$ cat src/rtl/fetch_pkg.sv
// Shared types, widths and reset vector for the RV64 fetch sequencer.
package fetch_pkg;

  typedef logic [63:0] addr_t;
  typedef logic [31:0] instr_t;

  typedef enum logic [2:0] {
    ST_IDLE,
    ST_REQ,
    ST_WAIT,
    ST_FLUSH,
    ST_OUT
  } fetch_state_t;

  localparam int    FETCH_BUS_W      = 96;
  localparam int    FETCH_COMMIT_W   = 161;
  localparam addr_t DEFAULT_RESET_PC = 64'h0000_0000_8000_0000;

endpackage

$ cat src/rtl/fetch_ctrl.sv
// RV64 fetch sequencer: one outstanding imem request, holds the returned word
// until decode takes it, and drops responses made stale by a redirect.
module fetch_ctrl
  import fetch_pkg::*;
#(
  parameter addr_t RESET_PC = DEFAULT_RESET_PC
) (
  input  logic                      clk,
  input  logic                      rst_n,
  input  logic                      redirect_valid,
  input  logic [63:0]               redirect_pc,
  output logic                      imem_req_valid,
  input  logic                      imem_req_ready,
  output logic [63:0]               imem_req_addr,
  input  logic                      imem_rsp_valid,
  input  logic [31:0]               imem_rsp_data,
  output logic                      fetch_o_valid,
  input  logic                      fetch_o_ready,
  output logic [FETCH_BUS_W-1:0]    fetch_o_bus_info,
  output logic [FETCH_COMMIT_W-1:0] fetch_o_commit_info,
  output logic [63:0]               fetch_o_count
);

  fetch_state_t r_state;
  addr_t        r_pc;
  instr_t       r_instr;
  logic [63:0]  r_count;

  logic         w_idle;
  addr_t        w_pc_plus4;
  logic [159:0] w_commit_payload;

  always_ff @(posedge clk or negedge rst_n) begin
    if (!rst_n) begin
      r_state <= ST_IDLE;
      r_pc    <= RESET_PC;
      r_instr <= '0;
      r_count <= '0;
    end else begin
      case (r_state)
        ST_IDLE: r_state <= ST_REQ;

        ST_REQ: begin
          if (redirect_valid) r_pc <= redirect_pc;
          // An accepted request that coincides with a redirect is already stale.
          if (imem_req_ready) r_state <= redirect_valid ? ST_FLUSH : ST_WAIT;
        end

        ST_WAIT: begin
          if (imem_rsp_valid) begin
            if (redirect_valid) begin
              r_pc    <= redirect_pc;
              r_state <= ST_REQ;
            end else begin
              r_instr <= imem_rsp_data;
              r_state <= ST_OUT;
            end
          end else if (redirect_valid) begin
            r_pc    <= redirect_pc;
            r_state <= ST_FLUSH;
          end
        end

        ST_FLUSH: begin
          if (redirect_valid) r_pc <= redirect_pc;
          if (imem_rsp_valid) r_state <= ST_REQ;
        end

        ST_OUT: begin
          if (redirect_valid) begin
            r_pc    <= redirect_pc;
            r_state <= ST_REQ;
          end else if (fetch_o_ready) begin
            r_pc    <= w_pc_plus4;
            r_count <= r_count + 64'd1;
            r_state <= ST_REQ;
          end
        end

        default: r_state <= ST_IDLE;
      endcase
    end
  end

  assign w_idle     = (r_state == ST_IDLE);
  assign w_pc_plus4 = r_pc + 64'd4;

  assign imem_req_valid = (r_state == ST_REQ);
  assign imem_req_addr  = w_idle ? '0 : r_pc;

  // Redirect kills the offer in the same cycle, ahead of any decode handshake.
  assign fetch_o_valid = (r_state == ST_OUT) && !redirect_valid;

  assign fetch_o_bus_info    = w_idle ? '0 : {r_pc, r_instr};
  assign w_commit_payload    = w_idle ? '0 : {r_instr, w_pc_plus4, r_pc};
  assign fetch_o_commit_info = {fetch_o_valid, w_commit_payload};
  assign fetch_o_count       = r_count;

  a_no_stray_rsp: assert property (@(posedge clk) disable iff (!rst_n)
    imem_rsp_valid |-> (r_state == ST_WAIT || r_state == ST_FLUSH));

endmodule

$ cat config.mk
export PLATFORM = sky130hd
export DESIGN_NAME = fetch_ctrl
export DESIGN_NICKNAME = d
export VERILOG_FILES = /design/src/rtl/fetch_pkg.sv /design/src/rtl/fetch_ctrl.sv
export SDC_FILE = /design/constraint.sdc
export NUM_CORES = 1
export LEC_CHECK = 0
export BUFFER_PORTS_ARGS = -buffer_cell sky130_fd_sc_hd__buf_2
export CAP_MARGIN = 20
export CELL_PAD_IN_SITES_DETAIL_PLACEMENT = 1
export CELL_PAD_IN_SITES_GLOBAL_PLACEMENT = 1
export CORE_AREA = 4 4 187 189
export DETAILED_ROUTE_END_ITERATION = 12
export DIE_AREA = 0 0 191 193
export HOLD_SLACK_MARGIN = 0.15
export PLACE_DENSITY = 0.78
export SYNTH_ARGS = -nofsm -noshare
export SYNTH_HDL_FRONTEND = slang
export SYNTH_SLANG_ARGS = --single-unit
$ cat constraint.sdc
create_clock -name clk -period 5.1 [get_ports clk]
set_input_delay 1.02 -clock clk [delete_from_list [all_inputs] [get_ports clk]]
set_output_delay 1.02 -clock clk [all_outputs]
set_load 0.02 [all_outputs]
* After elaboration in Yosys (flattened, before gate mapping)
Cells that the tools add are included.
** Word-level totals
- Flip-flop bits (word level) :: 163
- Logic and storage cells :: 41
- Output and inout bits :: 387
- Input port bits :: 102
** Operators by class
- Mux-type cells :: 16
- Eq/ne operators :: 9
- Add/subtract/negate cells :: 2
- Bitwise operators :: 1
- Reductions and logical operators :: 9
** Operators by type and width (number)
- $mux W64 :: 4
- $mux W160 :: 1
- $pmux W64 S2 :: 1
- $mux W96 :: 1
- $add A64 B1 Y64 const B :: 1
- $add A64 B3 Y64 const B :: 1
- $mux W3 :: 7
- $pmux W3 S5 :: 1
- $reduce_and A3 Y1 :: 3
- $eq A3 B2 Y1 const B :: 2
- $ne A3 B3 Y1 const B :: 2
- $ne A2 B1 Y1 const B :: 2
- $reduce_and A4 Y1 :: 1
- $eq A3 B1 Y1 const B :: 1
- $eq A3 B3 Y1 const B :: 1
- $logic_not A3 Y1 :: 1
- $reduce_or A3 Y1 :: 1
- $ne A2 B2 Y1 const B :: 1
- $reduce_bool A2 Y1 :: 1
- $logic_and A1 B1 Y1 :: 1
- $logic_not A1 Y1 :: 1
- $mux W1 :: 1
- $not A1 Y1 :: 1

* Logic depth before layout (Yosys ltp)
- Word-level depth :: 4
- Mapped depth :: 10
- Gate-level depth less buffers :: 6

* Worst setup path after synthesis
Ideal clock, no wire load.
- Path type :: reg-to-output
- From :: register r_pc[2]
- To :: output fetch_o_commit_info[126]
- Data required time :: 4080 ps
- Stages on the path, launching flop included :: 8
- Slack :: 1279 ps
- Arrival :: 2801 ps
- Path buffers :: 1
- Cell sequence :: dfrtp_1 -> ha_1 -> nand4_1 -> nor3_1 -> or4b_4 -> buf_6 -> or4_1 -> a21oi_1
** On the way
- Cells in the longest elaborated chain, start to end :: 2
** Ends and longest elaborated chain
- from (decl) :: RTL line fetch_ctrl.sv:25 : addr_t r_pc;
- from (signal assigned) :: RTL line fetch_ctrl.sv:44 : if (redirect_valid) r_pc <= redirect_pc;
- from (signal assigned) :: RTL line fetch_ctrl.sv:52 : r_pc <= redirect_pc;
- from (signal assigned) :: RTL line fetch_ctrl.sv:59 : r_pc <= redirect_pc;
- $add A64 B3 Y64 :: RTL line fetch_ctrl.sv:86 : assign w_pc_plus4 = r_pc + 64'd4;
- $mux W160 :: RTL line fetch_ctrl.sv:95 : assign w_commit_payload = w_idle ? '0 : {r_instr, w_pc_plus4, r_pc};
- to (decl) :: RTL line fetch_ctrl.sv:20 : output logic [FETCH_COMMIT_W-1:0] fetch_o_commit_info,
No other way between the ends.

* Worst setup path in the final report
- From :: register r_pc[2]
- To :: output fetch_o_commit_info[122]
Same word-level chain as after synthesis.

==> flow_summary.toml <==
[status]
status = "finished, final reports clean"

[hold_path]
worstHoldPathType = "reg -> reg"
whs_path_depth = 2

[synthesis]
post_synth_num_cell_types = 61
synth_area_leaders = "dfrtp_1 34%, buf_4 11%, nor2b_1 4.8%, nor2_1 4.5%, xor2_1 4.2%"
synth_warnings = 0
yosys_register_bits = 163
synthArstFlopShare_pct = 100
synthTopCellsByCount = "165 x buf_4, 162 x dfrtp_1, 142 x nor2_1"
synthFlopType = "dfrtp_1"
netlist_area_mm2 = 0.0118
synth_top_area_cell = "dfrtp_1"
synth_top_area_share_pct = 34.5
syn_area_per_cell_um2 = 8.26
synth_edf_count = 0
yosysSeqAreaShare_pct = 34.7
synthesis.nets = 1528
netlist_instances = 1424
yosysMostFrequentCell = "buf_4"

[timing]
tns_ns = 0
timing.final.crit_share_pct = 87.6
rsz0062_at_grt = "false"
finalMaxSlewViolations = 0
setup_slack_ns = 0.633
skew_ns = 0.0177
slew_headroom_pct = 32.0
period_minus_slack_ns = 4.47
fmax_mhz = 224
tightest_slew_ns = 1.02
hold_violations = 0
holdWs_ns = 0.478
setup_viol = 0

[placed_design]
hpwl_um = 35400
dpl.cell_count = 2119
pre_cts_slack_ns = 1.15
io_buffer_count = 488
gp_congestion = 0.888

[global_routing]
use_met1_pct = 29.6
antenna_found_initial = 7
grt_use_total_pct = 23.6
busiest_layer = "met2"
grt_overflow = 0
grt_pass1_vias = 11500
grt_use_met2_pct = 40.6
grt_start_max_net_pins = 98
met3_usage_pct = 5.76
grt_pass1_wl_um = 68300

[floorplanning]
rows = 67
die_area_mm2 = 0.0369
die_y_um = 193
initial_core_util_pct = 35.3
fp.dieW_um = 191
io-pin-count = 489
core_region_area_mm2 = 0.0333

[power]
comb_power_share_pct = 63.0
p_sw_uw = 5620
p_per_area_mw_per_mm2 = 715
leakagePower_uw = 0.00672
p_seq_share_pct = 23.2
switching_share_pct = 56.1
clockPowerShare_pct = 13.8
ir_drop_mv = 0.335
intPower_uw = 4400

[worst_setup_path]
path_max_fanout = 11
critPathKind = "reg -> out"
reg2reg_depth = 5
crit_required_ns = 4.08
startpoint_type = "register"
worstSetupEndpointType = "output port"
arrival_ns = 3.45

[drt]
firstDrtPassIters = 7
routed_wl_um = 45600
drc = 0
vias_per_cell = 5.35
wire_per_inst_um = 21.2
vias = 11500
drtIter0Drc = 647
ant_nets = 0

[cts]
cts_root_buf = "clkbuf_16"
insertion_delay_ns = 0.45
cts.clk_slew.worst_paths_ns = 0.08
cts_setup_buffers = 0
cts_sinks = 163
cts_buffer_depth = 2
ctsHtreeMaxLevel = 4
numCtsBuffers = 17
tritoncts = "yes"
cts_hold_buf = 0
cts_resized = 0

[layout]
finish.utilization_pct = 42.1
area_growth_pct = 19.0
layoutNonFillerInstCount = 2154
regArea_mm2 = 0.00408
multi_input_area_mm2 = 0.00601
fill_cells = 4153
drive_gt1_share_pct = 35.2
nets = 1795

[run]
cap_violations = 0
logic make-up after synthesis:
family / share of synthesized area (%)
simple gates: 29.0
fa+ha+maj: 0.213
compound gates: 9.01
flops: 34.7
mux: 4.50
xor+xnor: 8.12
buf+inv: 14.5
critical path, stage by stage (launching register included):
cell     delay (ns)
dfrtp_1        0.44
ha_1           0.31
nand4_1        0.34
nor3_1         0.28
buf_4          0.20
or4b_4         0.57
or4_1          0.51
a21oi_1        0.16
buf_2          0.19
power groups by stage:
stage          combinational, uW  sequential (uW)  clock (uW)
5_1_grt                     6760             2400        1470
6_report                    6310             2330        1380
2_1_floorplan               5400             1920           0
3_3_place_gp                6300             2280           0
4_1_cts                     6380             2310        1420
3_5_place_dp                6360             2330           0
metal layers:
layer	vias up	wire length, um	part of all wire [%]
met5	-	75	0.16
met4	10	926	2.0
met3	57	3310	7.3
met2	395	22900	50
met1	5737	18400	40
li1	5317	-	-
path summary, 6_finish.rpt:
kind,start,endpoint,slack [ns]
worst max-delay path,r_pc[2]$_DFFE_PN0P_,fetch_o_commit_info[122],0.63
worst min-delay path,r_pc[1]$_DFFE_PN0P_,r_pc[1]$_DFFE_PN0P_,0.48
worst max register to register,r_state[1]$_DFFE_PN0P_,fetch_o_count[61]$_DFFE_PN0P_,1.86
worst min register to register,r_pc[1]$_DFFE_PN0P_,r_pc[1]$_DFFE_PN0P_,0.48
max in group asynchronous,rst_n,r_instr[12]$_DFFE_PN0P_,3.26
min in group asynchronous,rst_n,fetch_o_count[12]$_DFFE_PN0P_,0.70
layout by cell type, fill, tap and decap left out, types with 21 or more instances in the layout:
cell,netlist,routed
a21oi_1,50,50
buf_2,15,487
dfrtp_1,162,162
mux2_2,39,39
nand2_1,127,127
nand3_1,74,74
nand4_1,51,51
nor2_1,142,142
nor2b_1,90,90
nor3_1,39,38
nor4_1,40,38
o21ai_0,27,27
or4_1,21,21
xnor2_1,53,53
xor2_1,56,56
final cells by class:
cell class	count	area share (%)
antenna	2	0.0357
clock buffer	17	3.04
clock inverter	15	1.45
inverter	20	0.545
multi-input combinational	979	42.9
sequential	163	29.1
tap	448	4.00
timing repair buffer	510	18.8
flip-flops by register name, indices dropped and copies added (netlist names):
| name | count |
|---|---|
| fetch_o_count | 64 |
| r_pc | 64 |
| r_instr | 32 |
| r_state | 3 |
metrics by stage:
stage                     instance area, um^2  total power [uW]
after floorplan                         11800              7320
after global placement                  13300              8580
after detailed placement                13300              8690
after CTS                               14000             10100
after global routing                    14000             10600
final                                   14000             10000
(Power assumes the default switching activity.)
